<file path="src/rtl/sod_pkg.sv">
// sod_pkg: shared mode encodings and pointer-width helper for set_output_delay_multi.
`default_nettype none

package sod_pkg;

  localparam logic SOD_MODE_RR = 1'b0;
  localparam logic SOD_MODE_BC = 1'b1;

  // A one-channel build still needs a 1-bit pointer register.
  function automatic int sod_ptr_w(input int n);
    return (n <= 1) ? 1 : $clog2(n);
  endfunction

endpackage

`default_nettype wire

</file>
<file path="src/rtl/sod_pin_chan.sv">
// sod_pin_chan: one output channel, a DEPTH-stage valid/data pipeline with the capture stage exposed as pin_q.
`default_nettype none

module sod_pin_chan #(
  parameter int WIDTH  = 4,
  parameter int DEPTH  = 2,
  parameter bit INVERT = 1'b0
) (
  input  logic             src_clk,
  input  logic             rst,
  input  logic             in_valid,
  input  logic [WIDTH-1:0] in_data,
  output logic [WIDTH-1:0] pin_q,
  output logic [WIDTH-1:0] out_data,
  output logic             out_valid
);

  logic [WIDTH-1:0] data_q [DEPTH];
  logic [DEPTH-1:0] vld_q;
  logic [WIDTH-1:0] cap_data;

  assign cap_data = INVERT ? ~in_data : in_data;

  // Data stages only load behind a valid, so the port holds its last delivered value.
  always_ff @(posedge src_clk or posedge rst) begin
    if (rst) begin
      vld_q <= '0;
      for (int i = 0; i < DEPTH; i++) data_q[i] <= '0;
    end else begin
      vld_q[0] <= in_valid;
      if (in_valid) data_q[0] <= cap_data;
      for (int i = 1; i < DEPTH; i++) begin
        vld_q[i] <= vld_q[i-1];
        if (vld_q[i-1]) data_q[i] <= data_q[i-1];
      end
    end
  end

  assign pin_q     = data_q[0];
  assign out_data  = data_q[DEPTH-1];
  assign out_valid = vld_q[DEPTH-1];

endmodule

`default_nettype wire

</file>
<file path="src/rtl/sod_ref_ff.sv">
// sod_ref_ff: free-running reference flop whose clock pin anchors -reference_pin constraints.
`default_nettype none

module sod_ref_ff #(
  parameter int WIDTH = 4
) (
  input  logic             src_clk,
  input  logic             rst,
  input  logic [WIDTH-1:0] d,
  output logic [WIDTH-1:0] q
);

  always_ff @(posedge src_clk or posedge rst) begin
    if (rst) q <= '0;
    else     q <= d;
  end

endmodule

`default_nettype wire

</file>
<file path="src/rtl/set_output_delay_multi.sv">
// set_output_delay_multi: round-robin/broadcast distributor feeding NUM_CH registered output channels,
// plus an accepted-sample counter and a reference flop.
`default_nettype none

module set_output_delay_multi
  import sod_pkg::*;
#(
  parameter int                WIDTH       = 4,
  parameter int                NUM_CH      = 4,
  parameter int                DEPTH       = 2,
  parameter logic [NUM_CH-1:0] INVERT_MASK = 'b1010,
  parameter int                CNT_W       = 8
) (
  input  logic                    src_clk,
  input  logic                    rst,
  input  logic [WIDTH-1:0]        data_in,
  input  logic                    data_valid,
  input  logic                    mode,
  output logic [NUM_CH*WIDTH-1:0] port_out,
  output logic [NUM_CH-1:0]       port_valid,
  output logic [WIDTH-1:0]        ref_q,
  output logic [CNT_W-1:0]        sample_cnt
);

  localparam int PTR_W = sod_ptr_w(NUM_CH);

  logic [PTR_W-1:0] rr_ptr;
  logic [NUM_CH-1:0] route;
  // Capture-stage pins exist as SDC targets; nothing at this level consumes them.
  logic [WIDTH-1:0] chan_pin_unused [NUM_CH];

  always_comb begin
    route = '0;
    for (int c = 0; c < NUM_CH; c++)
      route[c] = data_valid && ((mode == SOD_MODE_BC) || (rr_ptr == PTR_W'(c)));
  end

  // Broadcast samples leave the pointer frozen so RR resumes where it stopped.
  always_ff @(posedge src_clk or posedge rst) begin
    if (rst) begin
      rr_ptr     <= '0;
      sample_cnt <= '0;
    end else if (data_valid) begin
      sample_cnt <= sample_cnt + CNT_W'(1);
      if (mode == SOD_MODE_RR)
        rr_ptr <= (rr_ptr == PTR_W'(NUM_CH - 1)) ? '0 : rr_ptr + PTR_W'(1);
    end
  end

  for (genvar c = 0; c < NUM_CH; c++) begin : g_chan
    sod_pin_chan #(
      .WIDTH  (WIDTH),
      .DEPTH  (DEPTH),
      .INVERT (INVERT_MASK[c])
    ) u_chan (
      .src_clk   (src_clk),
      .rst       (rst),
      .in_valid  (route[c]),
      .in_data   (data_in),
      .pin_q     (chan_pin_unused[c]),
      .out_data  (port_out[c*WIDTH +: WIDTH]),
      .out_valid (port_valid[c])
    );
  end

  sod_ref_ff #(
    .WIDTH (WIDTH)
  ) ff_ref (
    .src_clk (src_clk),
    .rst     (rst),
    .d       (data_in),
    .q       (ref_q)
  );

endmodule

`default_nettype wire

</file>
<file path="config.mk">
export PLATFORM = sky130hd
export DESIGN_NAME = set_output_delay_multi
export DESIGN_NICKNAME = d
export VERILOG_FILES = /design/src/rtl/sod_pkg.sv /design/src/rtl/sod_pin_chan.sv /design/src/rtl/sod_ref_ff.sv /design/src/rtl/set_output_delay_multi.sv
export SDC_FILE = /design/constraint.sdc
export NUM_CORES = 1
export LEC_CHECK = 0
export CORE_ASPECT_RATIO = 0.8
export CORE_UTILIZATION = 50
export DETAILED_ROUTE_END_ITERATION = 10
export PLACE_DENSITY = 0.78
export SLEW_MARGIN = 25
export SYNTH_ARGS = -nofsm -noshare
export SYNTH_HDL_FRONTEND = slang
export SYNTH_SLANG_ARGS = --single-unit
</file>
<file path="constraint.sdc">
create_clock -name src_clk -period 4.6 [get_ports src_clk]
set_input_delay 1.15 -clock src_clk [delete_from_list [all_inputs] [get_ports src_clk]]
set_output_delay 1.15 -clock src_clk [all_outputs]
set_load 0.01 [all_outputs]
</file>
==> run_results.csv, run 1 <==
group,metric,value,unit
detailed_routing,dr.first_iter.drc_count,52,
synthesis,ys_seq_area_share,67.2,%
grt,grt_max_degree,55,
grt,antenna_found_initial,0,
final_layout,final_nets,191,
grt,grt_pass1_wl,5510,um
timing,slew_headroom,41.7,%
detailed_routing,first_pass_iters,3,
critical_path,cp_max_fo,5,
placed_design,hpwlAfterDp,2390,um
final_layout,syn2layout_area_growth,25.2,%
critical_path,required,3.45,ns
critical_path,crit_chain,"clkdlybuf4s50_1",
timing,clock.fmax,0.398,GHz
timing,slew_viol_final,0,
detailed_routing,post_drt_wl_per_cell,14.3,um
cts,cts_tree,"built",
timing,finalHoldViolCount,0,
job,drv_cap,0,
die,num_rows,20,
cts,insertion_delay,0.30,ns
timing,worstMarginPinSlew,0.873,ns
detailed_routing,vias_per_cell,4.88,
pwr,p_leak,0.00112,uW
critical_path,worstSetupStartpointType,"flip-flop",
timing,layout_min_cycle_time,2.51,ns
pwr,cellPowerDensity,612,nW/um2
die,ioPinCount,40,
placed_design,numPlacedInstances,226,
pwr,peakVddDrop,0.400,mV
final_layout,antenna_cells,0,
cts,cts-resized-gates,0,
synthesis,syn_avg_cell_area,14.7,um2
cts,h-tree-depth,2,
timing,min_period_over_period,54.6,%
final_layout,fillers,285,
synthesis,syn_inst,137,
grt,overflow,0,
die,initial_utilization,52.5,%
grt,grt.total_usage,18.0,%
critical_path,critPathKind,"flip-flop to primary output",
detailed_routing,ant_nets,0,
die,design.core.area,3830,um2
timing,rsz0062_at_grt,"no",
placed_design,port_buffers,39,
synthesis,syn_nets,150,
cts,cts_setup_buffers,0,
critical_path,rrSetupSlack,3.03,ns
critical_path,cp_slowest_cell,"clkdlybuf4s50_1",
synthesis,synth_cell_types,17,
detailed_routing,drc_errors,0,
cts,tritoncts.num_buffers,5,
final_layout,final_cells,234,
cts,cts-root-buf,"clkbuf_8",
grt,grt_pass1_vias,1129,
timing,setup_tns,0,ns
hold_path,worstHoldPathType,"flip-flop to flip-flop",
die,dieHeight,58.7,um
critical_path,cp_num_buf_inv,1,
timing,skew,0.00633,ns
synthesis,synth_seq_cells,54,
final_layout,layout_commonest_cell,"dfrtp_1",
critical_path,cp-end-kind,"primary output",
cts,ctsHoldBuffers,0,
final_layout,ff_latch_area,1350,um2
placed_design,gp_congestion,0.761,
die,die_w,72.9,um
timing,setup_viol,0,
cts,cts.clk_slew.worst_paths,0.09,ns
final_layout,final_cell_mix,"dfrtp_1 (54), clkdlybuf4s50_1 (39), mux2_2 (26), nand2_1 (12), o21ai_0 (9)",
run_status,status,"finished, final reports clean",
final_layout,drive_gt1_share,20.1,%
cts,ctsLongestPathBuffers,2,
detailed_routing,routed_wl,3350,um
final_layout,multi_input_area,591,um2
synthesis,ys_warn_count,0,
cts,cts.sinks,54,
die,die_area,4280,um2
detailed_routing,vias,1141,
synthesis,synth_area,2010,um2
critical_path,worstPathArrival,1.36,ns
critical_path,crit_family,"buffers and inverters",
critical_path,slowest_delay,0.58,ns
==> Yosys cell counts, drive strengths merged <==
cell | n | share of area, %
nand4 | 3 | 1.7
inv | 7 | 1.3
ha | 5 | 3.1
buf | 4 | 1.5
clkbuf | 1 | 0.68
o21ai | 13 | 3.2
mux2 | 26 | 15
xnor2 | 4 | 1.7
nor3 | 1 | 0.50
dfrtp | 54 | 67
nand2 | 12 | 2.2
nor2b | 1 | 0.31
and3 | 1 | 0.31
nor2 | 2 | 0.37
xor2 | 3 | 1.3
==> path summary, 6_finish.rpt <==
check                              start                           end  cells after the start
max                        sample_cnt[2]                 sample_cnt[2]                      1
min                        sample_cnt[7]                 sample_cnt[7]                      1
max reg2reg                    rr_ptr[0]     g_chan[2].u_chan.pin_q[0]                      4
min reg2reg                sample_cnt[7]                 sample_cnt[7]                      1
max in group asynchronous            rst     g_chan[2].u_chan.pin_q[1]                      2
min in group asynchronous            rst  g_chan[1].u_chan.out_data[1]                      2
==> cell type report <==
cell class,count,area share (%)
Multi-Input combinational cell,71,23.4
Inverter,7,1.09
Timing Repair Buffer,39,15.5
Clock buffer,7,3.43
Clock inverter,1,0.199
Tap cell,55,2.73
Sequential cell,54,53.6
==> per-layer routing <==
layer,global-route usage (%),wire [um]
met1,23.4,1490
met5,0,0
met4,5.04,29
met3,6.85,148
met2,28.7,1680
==> state kept, by name, summed over array words and instances, names as in the netlist <==
name                    flops
g_chan.u_chan.out_data     16
g_chan.u_chan.pin_q        16
g_chan.u_chan.vld_q         8
sample_cnt                  8
ff_ref.q                    4
rr_ptr                      2
==> per-stage QoR <==
step	utilization, %	instance area, um2	hold slack [ns]	total power [uW]	worst slack (ns)
floorplan	-	2010	0.442	1010	2.14
global placement	63.4	2430	0.458	1260	2.00
detailed placement	63.4	2430	0.461	1300	1.92
CTS	65.8	2520	0.477	1560	2.08
global route	65.8	2520	0.505	1640	2.05
finish	65.8	2520	0.471	1540	2.09
==> cell families after synthesis <==
logic type | Yosys count | share of synthesized area, %
xor+xnor | 7 | 3.05
simple gates | 20 | 5.41
mux | 26 | 14.6
buf+inv | 12 | 3.48
compound gates | 13 | 3.23
fa+ha+maj | 5 | 3.11
flops | 54 | 67.2
==> power breakdown <==
group	internal, uW	total (uW)	switching [uW]
logic	320	517	197
registers	641	766	125
clock network	122	261	139
total	1080	1540	461
(Power assumes the default switching activity.)
==> run 2: changes to the inputs <==
- CORE_UTILIZATION: 50 -> 45
- PLACE_DENSITY: 0.78 -> 0.74
- clock period: 4.6 -> 2.19 ns (I/O delays scaled with it)
==> run 2 against run 1 <==
Compared with the run above: clock power rose by 110%; clock skew rose by 0.0039 ns; routed wire length rose by 2.4%.
==> run_results.csv, run 2 (synthesis results as in run 1) <==
group,metric,value,unit
grt,grt_pass1_wl,5450,um
timing,slew_headroom,67.2,%
placed_design,numPlacedInstances,230,
critical_path,cp-endpoint,"sample_cnt[2]",
die,num_rows,21,
final_layout,drive_gt1_share,21.0,%
detailed_routing,first_pass_iters,3,
detailed_routing,dr.first_iter.drc_count,91,
critical_path,crit_chain,"clkdlybuf4s50_1",
cts,ctsHoldBuffers,0,
job,drv_cap,0,
grt,grt_pass1_vias,1103,
cts,insertion_delay,0.30,ns
timing,setup_viol,0,
grt,grt_max_degree,55,
critical_path,crit_family,"buffers and inverters",
timing,layout_min_cycle_time,1.89,ns
critical_path,slowest_delay,0.58,ns
timing,rsz0062_at_grt,"no",
critical_path,worstSetupStartpointType,"flip-flop",
die,die_w,76.8,um
pwr,total_power,3250,uW
hold_path,worstHoldPathType,"flip-flop to flip-flop",
critical_path,cp_slowest_cell,"clkdlybuf4s50_1",
detailed_routing,drc_errors,0,
run_status,status,"finished, final reports clean",
final_layout,antenna_cells,0,
critical_path,cp-end-kind,"primary output",
critical_path,required,1.64,ns
grt,grt.total_usage,15.5,%
cts,cts.clk_slew.worst_paths,0.08,ns
timing,clock.fmax,0.529,GHz
die,design.core.area,4230,um2
die,initial_utilization,47.6,%
placed_design,hpwlAfterDp,2420,um
cts,cts-resized-gates,0,
critical_path,worstSetupStartpoint,"sample_cnt[2]",
die,dieHeight,61.8,um
cts,cts.sinks,54,
final_layout,fillers,331,
placed_design,dp_slack,0.197,ns
final_layout,layout_commonest_cell,"dfrtp_1",
pwr,cellPowerDensity,1280,nW/um2
cts,tritoncts.num_buffers,5,
detailed_routing,post_drt_wl_per_cell,14.4,um
critical_path,worstPathArrival,1.34,ns
grt,overflow,0,
cts,ctsLongestPathBuffers,2,
final_layout,multi_input_area,591,um2
timing,setup_ws,0.300,ns
critical_path,critical_path_depth,1,
final_layout,final_cell_mix,"dfrtp_1 (54), clkdlybuf4s50_1 (39), mux2_2 (26), nand2_1 (12), o21ai_0 (9)",
timing,setup_tns,0,ns
timing,slew_viol_final,0,
final_layout,final_util,60.2,%
grt,antenna_found_initial,0,
cts,cts_setup_buffers,0,
cts,h-tree-depth,2,
critical_path,rrSetupSlack,0.57,ns
cts,cts_tree,"built",
final_layout,ff_latch_area,1350,um2
final_layout,syn2layout_area_growth,26.7,%
detailed_routing,vias_per_cell,4.83,
timing,skew,0.0102,ns
pwr,p_leak,0.00114,uW
critical_path,cp_num_buf_inv,1,
detailed_routing,vias,1149,
pwr,peakVddDrop,0.540,mV
final_layout,final_cells,238,
cts,cts-root-buf,"clkbuf_8",
placed_design,port_buffers,39,
final_layout,final_nets,193,
timing,worstMarginPinSlew,0.488,ns
die,ioPinCount,40,
timing,min_period_over_period,86.3,%
critical_path,reg2reg_to,"g_chan[2].u_chan.pin_q[2]",
critical_path,critPathKind,"flip-flop to primary output",
timing,finalHoldViolCount,0,
detailed_routing,routed_wl,3430,um
critical_path,cp_max_fo,5,
placed_design,gp_congestion,0.693,
die,die_area,4740,um2
critical_path,rr_worst_depth,4,
critical_path,timing.rr.start,"rr_ptr[0]",
detailed_routing,ant_nets,0,
run 2: cell count changes in the layout (fill, tap and decap cells not counted), sizes merged:
cell    previous run  this run
inv                6         7
buf                0         2
clkinv             2         1
run 2: worst min-delay path by stage:
stage / from / endpoint / slack [ns] / cells past startpoint
4_1_cts: sample_cnt[7] / sample_cnt[7] / 0.48 / 1
5_1_grt: sample_cnt[7] / sample_cnt[7] / 0.49 / 1
6_report: g_chan[3].u_chan.pin_q[0] / g_chan[3].u_chan.pin_q[0] / 0.48 / 2
2_1_floorplan: g_chan[0].u_chan.vld_q[0] / g_chan[0].u_chan.vld_q[1] / 0.44 / 0
3_5_place_dp: g_chan[3].u_chan.pin_q[0] / g_chan[3].u_chan.pin_q[0] / 0.47 / 2
3_3_place_gp: g_chan[1].u_chan.vld_q[0] / g_chan[1].u_chan.vld_q[1] / 0.46 / 0
run 2: power breakdown:
| part | internal (uW) | switching (uW) | leakage, uW |
|---|---|---|---|
| Sequential | 1350 | 268 | 0.000655 |
| Clock | 255 | 296 | 0.0000482 |
| Combinational | 677 | 406 | 0.000435 |
run 2: through the flow:
stage,cell area [um2],hold WS [ns]
4_1_cts,2550,0.482
3_5_place_dp,2460,0.466
5_1_grt,2550,0.492
6_report,2550,0.481
3_3_place_gp,2460,0.459
2_1_floorplan,2010,0.442
run 2: metal layers:
| layer | track usage (%) | routed length, um | vias to the layer above |
|---|---|---|---|
| met1 | 20.2 | 1590 | 585 |
| met4 | 7.42 | 54 | 0 |
| met3 | 3.94 | 100 | 7 |
| li1 | - | - | 536 |
| met5 | 0 | 0 | - |
| met2 | 25.0 | 1680 | 21 |
run 2: layout make-up:
class                      instances  area share, %
clock buffer                       7           3.39
timing repair buffer              41           16.4
multi-input combinational         71           23.2
clock inverter                     1          0.196
sequential                        54           53.0
tap                               57           2.80
inverter                           7           1.03
